## src/rtl/matrix_frame_loader.sv

```systemverilog
// Packs a byte stream (two xRGB pixels per byte) into 32-bit row words and writes
// them to the 8x8 matrix driver's row registers 0..7 over pipelined Wishbone.
module matrix_frame_loader #(
  parameter int WB_DATA_WIDTH = 32,
  parameter int WB_ADDR_WIDTH = 3,
  parameter int ACK_TIMEOUT   = 15
) (
  input  logic                       clk,
  input  logic                       reset,
  input  logic                       i_valid,
  input  logic [7:0]                 i_data,
  input  logic                       i_sof,
  output logic                       o_ready,
  output logic                       o_wb_cyc,
  output logic                       o_wb_stb,
  output logic                       o_wb_we,
  output logic [WB_ADDR_WIDTH-1:0]   o_wb_addr,
  output logic [WB_DATA_WIDTH/8-1:0] o_wb_sel,
  output logic [WB_DATA_WIDTH-1:0]   o_wb_wdata,
  input  logic                       i_wb_ack,
  input  logic                       i_wb_stall,
  output logic                       o_frame_done,
  output logic                       o_err
);

  localparam int TW = $clog2(ACK_TIMEOUT + 1);
  localparam int HW = WB_DATA_WIDTH - 8;

  typedef enum logic [1:0] {COLLECT, WRITE, WAIT_ACK} state_t;

  state_t             state;
  logic [WB_ADDR_WIDTH-1:0] row;
  logic [1:0]         byte_idx;
  logic [HW-1:0]      word_hi;  // bytes 0..2; byte 3 goes straight into o_wb_wdata
  logic [TW-1:0]      timer;
  logic               take;
  logic [1:0]         idx_eff;

  assign o_wb_we  = 1'b1;
  assign o_wb_sel = {(WB_DATA_WIDTH/8){1'b1}};
  assign take     = i_valid && o_ready;
  assign idx_eff  = i_sof ? 2'd0 : byte_idx;

  always_ff @(posedge clk or posedge reset) begin
    if (reset) begin
      state        <= COLLECT;
      row          <= '0;
      byte_idx     <= '0;
      word_hi      <= '0;
      timer        <= '0;
      o_ready      <= 1'b1;
      o_wb_cyc     <= 1'b0;
      o_wb_stb     <= 1'b0;
      o_wb_addr    <= '0;
      o_wb_wdata   <= '0;
      o_frame_done <= 1'b0;
      o_err        <= 1'b0;
    end else begin
      o_frame_done <= 1'b0;
      o_err        <= 1'b0;
      case (state)
        COLLECT: begin
          if (take) begin
            if (idx_eff == 2'd3) begin
              o_wb_wdata <= {word_hi, i_data};
              o_wb_addr  <= row;
              byte_idx   <= 2'd0;
              o_ready    <= 1'b0;
              o_wb_cyc   <= 1'b1;
              o_wb_stb   <= 1'b1;
              state      <= WRITE;
            end else begin
              word_hi[HW-1 - 8*int'(idx_eff) -: 8] <= i_data;
              byte_idx <= idx_eff + 2'd1;
              if (i_sof) row <= '0;
            end
          end
        end
        WRITE: begin
          if (!i_wb_stall) begin
            o_wb_stb <= 1'b0;
            timer    <= '0;
            state    <= WAIT_ACK;
          end
        end
        WAIT_ACK: begin
          // Ack has priority over a timeout landing on the same edge
          if (i_wb_ack || timer == TW'(ACK_TIMEOUT - 1)) begin
            o_wb_cyc     <= 1'b0;
            o_ready      <= 1'b1;
            row          <= row + 1'b1;
            o_frame_done <= (row == '1);
            o_err        <= !i_wb_ack;
            state        <= COLLECT;
          end else begin
            timer <= timer + 1'b1;
          end
        end
        default: begin
          state    <= COLLECT;
          o_ready  <= 1'b1;
          o_wb_cyc <= 1'b0;
          o_wb_stb <= 1'b0;
        end
      endcase
    end
  end

endmodule

```

## config.mk

```make
export PLATFORM = sky130hd
export DESIGN_NAME = matrix_frame_loader
export DESIGN_NICKNAME = d
export VERILOG_FILES = /design/src/rtl/matrix_frame_loader.sv
export SDC_FILE = /design/constraint.sdc
export NUM_CORES = 1
export LEC_CHECK = 0
export BUFFER_PORTS_ARGS = -buffer_cell sky130_fd_sc_hd__buf_2
export CAP_MARGIN = 15
export CORE_ASPECT_RATIO = 2
export CORE_UTILIZATION = 55
export DETAILED_ROUTE_END_ITERATION = 8
export GPL_TIMING_DRIVEN = 0
export PLACE_DENSITY = 0.79
export REMOVE_ABC_BUFFERS = 1
export SLEW_MARGIN = 20
export SYNTH_ARGS = -nofsm -noshare
export SYNTH_HDL_FRONTEND = slang
export SYNTH_SLANG_ARGS = --single-unit
```

## constraint.sdc

```tcl
create_clock -name clk -period 3 [get_ports clk]
set_input_delay 0.45 -clock clk [delete_from_list [all_inputs] [get_ports clk]]
set_output_delay 0.45 -clock clk [all_outputs]
set_load 0.005 [all_outputs]
```

# Word level (Yosys, flattened, before mapping)
# Index checks and enable logic that the tools add are counted.
word_totals:
  in_bits: 14
  ff_bits: 75
  output_inout_bits: 45
  wordCells: 78
op_classes:
  shifts: 2
  muxes: 30
  n_reduce_logical: 14
  add_sub_neg: 5
  n_bitwise: 3
  eq_ne: 12
op_table:
  columns: ["operator", "n"]
  rows:
  - ["$neg 6->33", 1]
  - ["$shift 8x33->31 const A", 1]
  - ["$shiftx 8x33->31", 1]
  - ["$bwmux 24", 1]
  - ["$ne 2x2->1 const B", 7]
  - ["$mux 2", 6]
  - ["$mux 3", 4]
  - ["$reduce_and 4->1", 3]
  - ["$mux 1", 11]
  - ["$pmux 1 s3", 3]
  - ["$reduce_and 3->1", 3]
  - ["$mux 4", 2]
  - ["$pmux 4 s2", 1]
  - ["$pmux 2 s3", 1]
  - ["$pmux 3 s2", 1]
  - ["$sub 5x5->6 const A", 1]
  - ["$reduce_and 5->1", 1]
  - ["$add 4x1->4 const B", 1]
  - ["$eq 2x2->1 const B", 2]
  - ["$eq 4x4->1 const B", 1]
  - ["$reduce_bool 2->1", 2]
  - ["$add 3x1->3 const B", 1]
  - ["$eq 3x3->1 const B", 1]
  - ["$not 1->1", 3]
  - ["other kinds (7)", 7]

# Longest topological paths before layout
depth:
  depth_word: 5
  mapped_depth: 9
  mapped_depth_nobuf: 6

# Worst setup path before layout
# Ideal clock, no wire load.
synth_timing:
  path_kind: "in2reg"
  start: "input port i_sof"
  end: "register word_hi[16]"
  path_buffers: 2
  required_time_ns: 2.875
  t_arrival_ns: 2.004
  slack_ns: 0.871
  path_stages: 8
  cell_sequence: "nand2b_1 > clkbuf_1 > inv_2 > ha_1 > inv_1 > clkbuf_1 > nand3_2 > mux2_2"
synth_between:
  elab_chain_len: 5
  elab_cells_between_ends: 9
  cone_classes: "add/sub (2); eq/ne (1); shift (2); mux (2); bitwise (1); reduce/logical (1)"
synth_lines:
  columns: ["item", "line", "text"]
  rows:
  - ["start: declaration", "12", "input logic i_sof,"]
  - ["$mux 2 (*)", "42", "assign idx_eff = i_sof ? 2'd0 : byte_idx;"]
  - ["$sub 5x5->6", "73", "word_hi[HW-1 - 8*int'(idx_eff) -: 8] <= i_data;"]
  - ["$neg 6->33", "73", null]
  - ["$shiftx 8x33->31 or $shift 8x33->31 (tied branches)", "73", null]
  - ["$bwmux 24", "73", null]
  - ["end signal: indexed assignment", "73", null]
  - ["end: declaration", "34", "logic [HW-1:0] word_hi;"]
# Mark *: on every way between the ends. The rest lies on a longest branch, timed or not.
# A chain may end at the register's enable or synchronous reset.

# Final worst setup path
layout_timing:
  start: "register byte_idx[0]"
  end: "register word_hi[2]"
layout_between:
  elab_chain_len: 5
  elab_cells_between_ends: 9
  cone_classes: "add/sub (2); eq/ne (1); shift (2); mux (2); bitwise (1); reduce/logical (1)"
layout_lines:
  columns: ["item", "line", "text"]
  rows:
  - ["start: declaration", "33", "logic [1:0] byte_idx;"]
  - ["start signal: assignment", "74", "byte_idx <= idx_eff + 2'd1;"]
  - ["$mux 2 (*)", "42", null]
  - ["$sub 5x5->6", "73", null]
  - ["$neg 6->33", "73", null]
  - ["$shiftx 8x33->31 or $shift 8x33->31 (tied branches)", "73", null]
  - ["$bwmux 24", "73", null]
# Marks and branches as above.

==> impl_metrics.tcl <==
set metrics [dict create \
    slew_violations 0 \
    finClkSkew_ns 0.00332 \
    fmax_mhz 410 \
    fin_crit_sh_pct 81.4 \
    seqPwrFrac_pct 48.8 \
    num_vias 2168 \
    cp-end-kind "register" \
    cp-start-kind "register" \
    p_int_mw 1.66 \
    start_util_pct 56.9 \
    synth_top_cell_area_share_pct 54.6 \
    hold_violations 0 \
    via_per_inst 5.71 \
    syn_avg_cell_area_sq_um 12.9 \
    power_switching_mw 0.410 \
    crit_buf_inv 2 \
    p_per_area_nw_per_um2 526 \
    setup_violations 0 \
    grt-ovfl-total 0 \
    dp_hpwl_um 4660 \
    yosys.area.top_type "dfrtp_1" \
    fin_nets 335 \
    swShare_pct 19.8 \
    pin_count 59 \
    hold_class "primary input to asynchronous set/reset pin" \
    drc_errors 4 \
    worstSetupPathType "register to register" \
    synth-seq-area-share_pct 55.4 \
    die_x_um 57.5 \
    wl_per_cell_um 17.4 \
    relSlewSlack_pct 45.0 \
    power_mw 2.07 \
    area_growth_pct 16.3 \
    worst_pin_slew_ns 0.814 \
    layout_commonest_cell "dfrtp_1" \
    crit_required_ns 3.21 \
    max_stage_delay_ns 0.43 \
    synth-seq-cells 75 \
    cts_hold_buf 0 \
    ir_drop_uv 392 \
    core_sq_um 5960 \
    grt_max_degree 57 \
    tritoncts "done" \
    port_buffers 53 \
    arrival_ns 2.65 \
    htreeDepth 3 \
    cts_buffer_depth 2 \
    grt_pass1_vias 2246 \
    post_cts_resized 0 \
    power_frac_clock_pct 48.8 \
    final_cell_mix "74 x dfrtp_1, 53 x buf_2, 22 x mux2_4" \
    ys_warn_count 0 \
    comb_power_share_pct 2.4 \
    insertion_delay_ns 0.33 \
    wl_um 6630 \
    crit_family "simple AND/OR/NAND/NOR gates" \
    drt_iter0_markers 94 \
    fin_cells 380 \
    leakage_nw 2.19 \
    antenna_found_initial 0 \
    num_rows 40 \
    clockRootBuffer "clkbuf_16" \
    status "complete, but fails checks" \
    hold_slack_ns 0.0702 \
    synthCells 263 \
    path_clk_slew_ns 0.05 \
    dpl.cell_count 365 \
    grt_pass1_wl_um 11100 \
    dieHeight_um 113 \
    rsz0062_at_grt "false" \
    netlist_area_sq_um 3390 \
    fin_crit_ns 2.44 \
    violations "design-rule violations" \
    cts_setup_buffers 0 \
    die_area_sq_um 6500 \
    track_usage_pct 22.8 \
    synth-edff-count 0 \
    drive_gt1_share_pct 36.6 \
    synth_area_leaders "dfrtp_1 55%, mux2_4 9.7%, mux2_2 7.0%" \
    cp_cell_sequence "nand2b_1 > inv_2 > ha_1 > inv_1 > and3_1 > mux2_2" \
    n_antenna_cell 0 \
    gp_congestion 0.796 \
    cts_sinks 75 \
    cap_violations 0 \
    firstDrtPassIters 6 \
    ys_types 41 \
    synthArstFlopShare_pct 100 \
    ant_nets 0 \
    synthFlopType "dfrtp_1" \
    numCtsBuffers 9 \
    slowest_stage "and3_1" \
    crit_fanout 11 \
]
-- through the flow --
step | setup TNS, ns | instance area [sq um] | util, % | worst slack, ns
2_1_floorplan | 0 | 3280 | - | 0.613
3_3_place_gp | -12.51 | 3620 | 60.9 | -0.175
3_5_place_dp | 0 | 3660 | 61.5 | 0.0786
4_1_cts | 0 | 3940 | 66.1 | 0.347
5_1_grt | 0 | 3940 | 66.2 | 0.333
6_report | 0 | 3940 | 66.2 | 0.559
-- power groups by stage --
stage	registers [mW]	clock network [mW]	logic, mW
5_1_grt	1.01	1.07	0.0559
3_5_place_dp	1.03	0	0.0505
2_1_floorplan	1.03	0	0.0217
6_report	1.01	1.01	0.0491
4_1_cts	1.01	1.03	0.0507
3_3_place_gp	1.03	0	0.0442
-- cell type report --
type                       count  area, sq um
tap                           63         78.8
fill                         430         2010
clock buffer                  12          236
clock inverter                 3         40.0
multi-input combinational    157         1360
sequential                    75         1880
timing repair buffer          54          293
inverter                      16         62.6
-- synthesized netlist by cell type (2+ instances only) --
cell / instances
nand2_1: 14
a21oi_1: 4
dfrtp_1: 74
buf_4: 8
nor2_1: 2
inv_1: 15
nand3_1: 5
clkbuf_1: 6
mux2_2: 21
nand2b_1: 4
and3_1: 11
buf_6: 3
ha_1: 8
o21ai_0: 20
nor4bb_1: 2
mux2_4: 22
nor3b_1: 9
mux2i_1: 12
-- path summary, 6_finish.rpt --
kind                                 end         from  slack [ns]  depth (start not counted)
max in group asynchronous  o_wb_wdata[1]        reset        2.38                          3
min reg2reg                  byte_idx[1]  byte_idx[1]        0.49                          2
max                           word_hi[2]  byte_idx[0]        0.56                          6
min                             state[0]        reset        0.07                          2
min in group clk                state[0]   i_wb_stall        0.40                          3
max reg2reg                   word_hi[2]  byte_idx[0]        0.56                          6
-- routing by layer --
layer,global-route usage [%],wire [um]
met1,26.2,2560
met2,38.5,3630
met3,4.91,238
met4,12.5,197
met5,0,0
-- kinds of logic after synthesis --
kind of cell / count (synthesis) / share of synthesized area (%)
multiplexers: 55 / 20.3
buffers and inverters: 35 / 5.46
flip-flops: 75 / 55.4
AND/OR/NAND/NOR: 54 / 9.70
other: 1 / 0.111
adder cells (fa/ha/maj): 8 / 2.95
AO/OA/AOI/OAI: 35 / 6.13
-- registers in the layout, indices dropped and copies added, names as in the netlist --
| signal | flops |
|---|---|
| byte_idx | 2 |
| o_wb_addr | 3 |
| o_err | 1 |
| timer | 4 |
| o_wb_cyc | 1 |
| o_frame_done | 1 |
| o_ready | 1 |
| state | 2 |
| row | 3 |
| o_wb_stb | 1 |
| word_hi | 24 |
| o_wb_wdata | 32 |
Note: power is estimated with default switching activity, not from simulation.
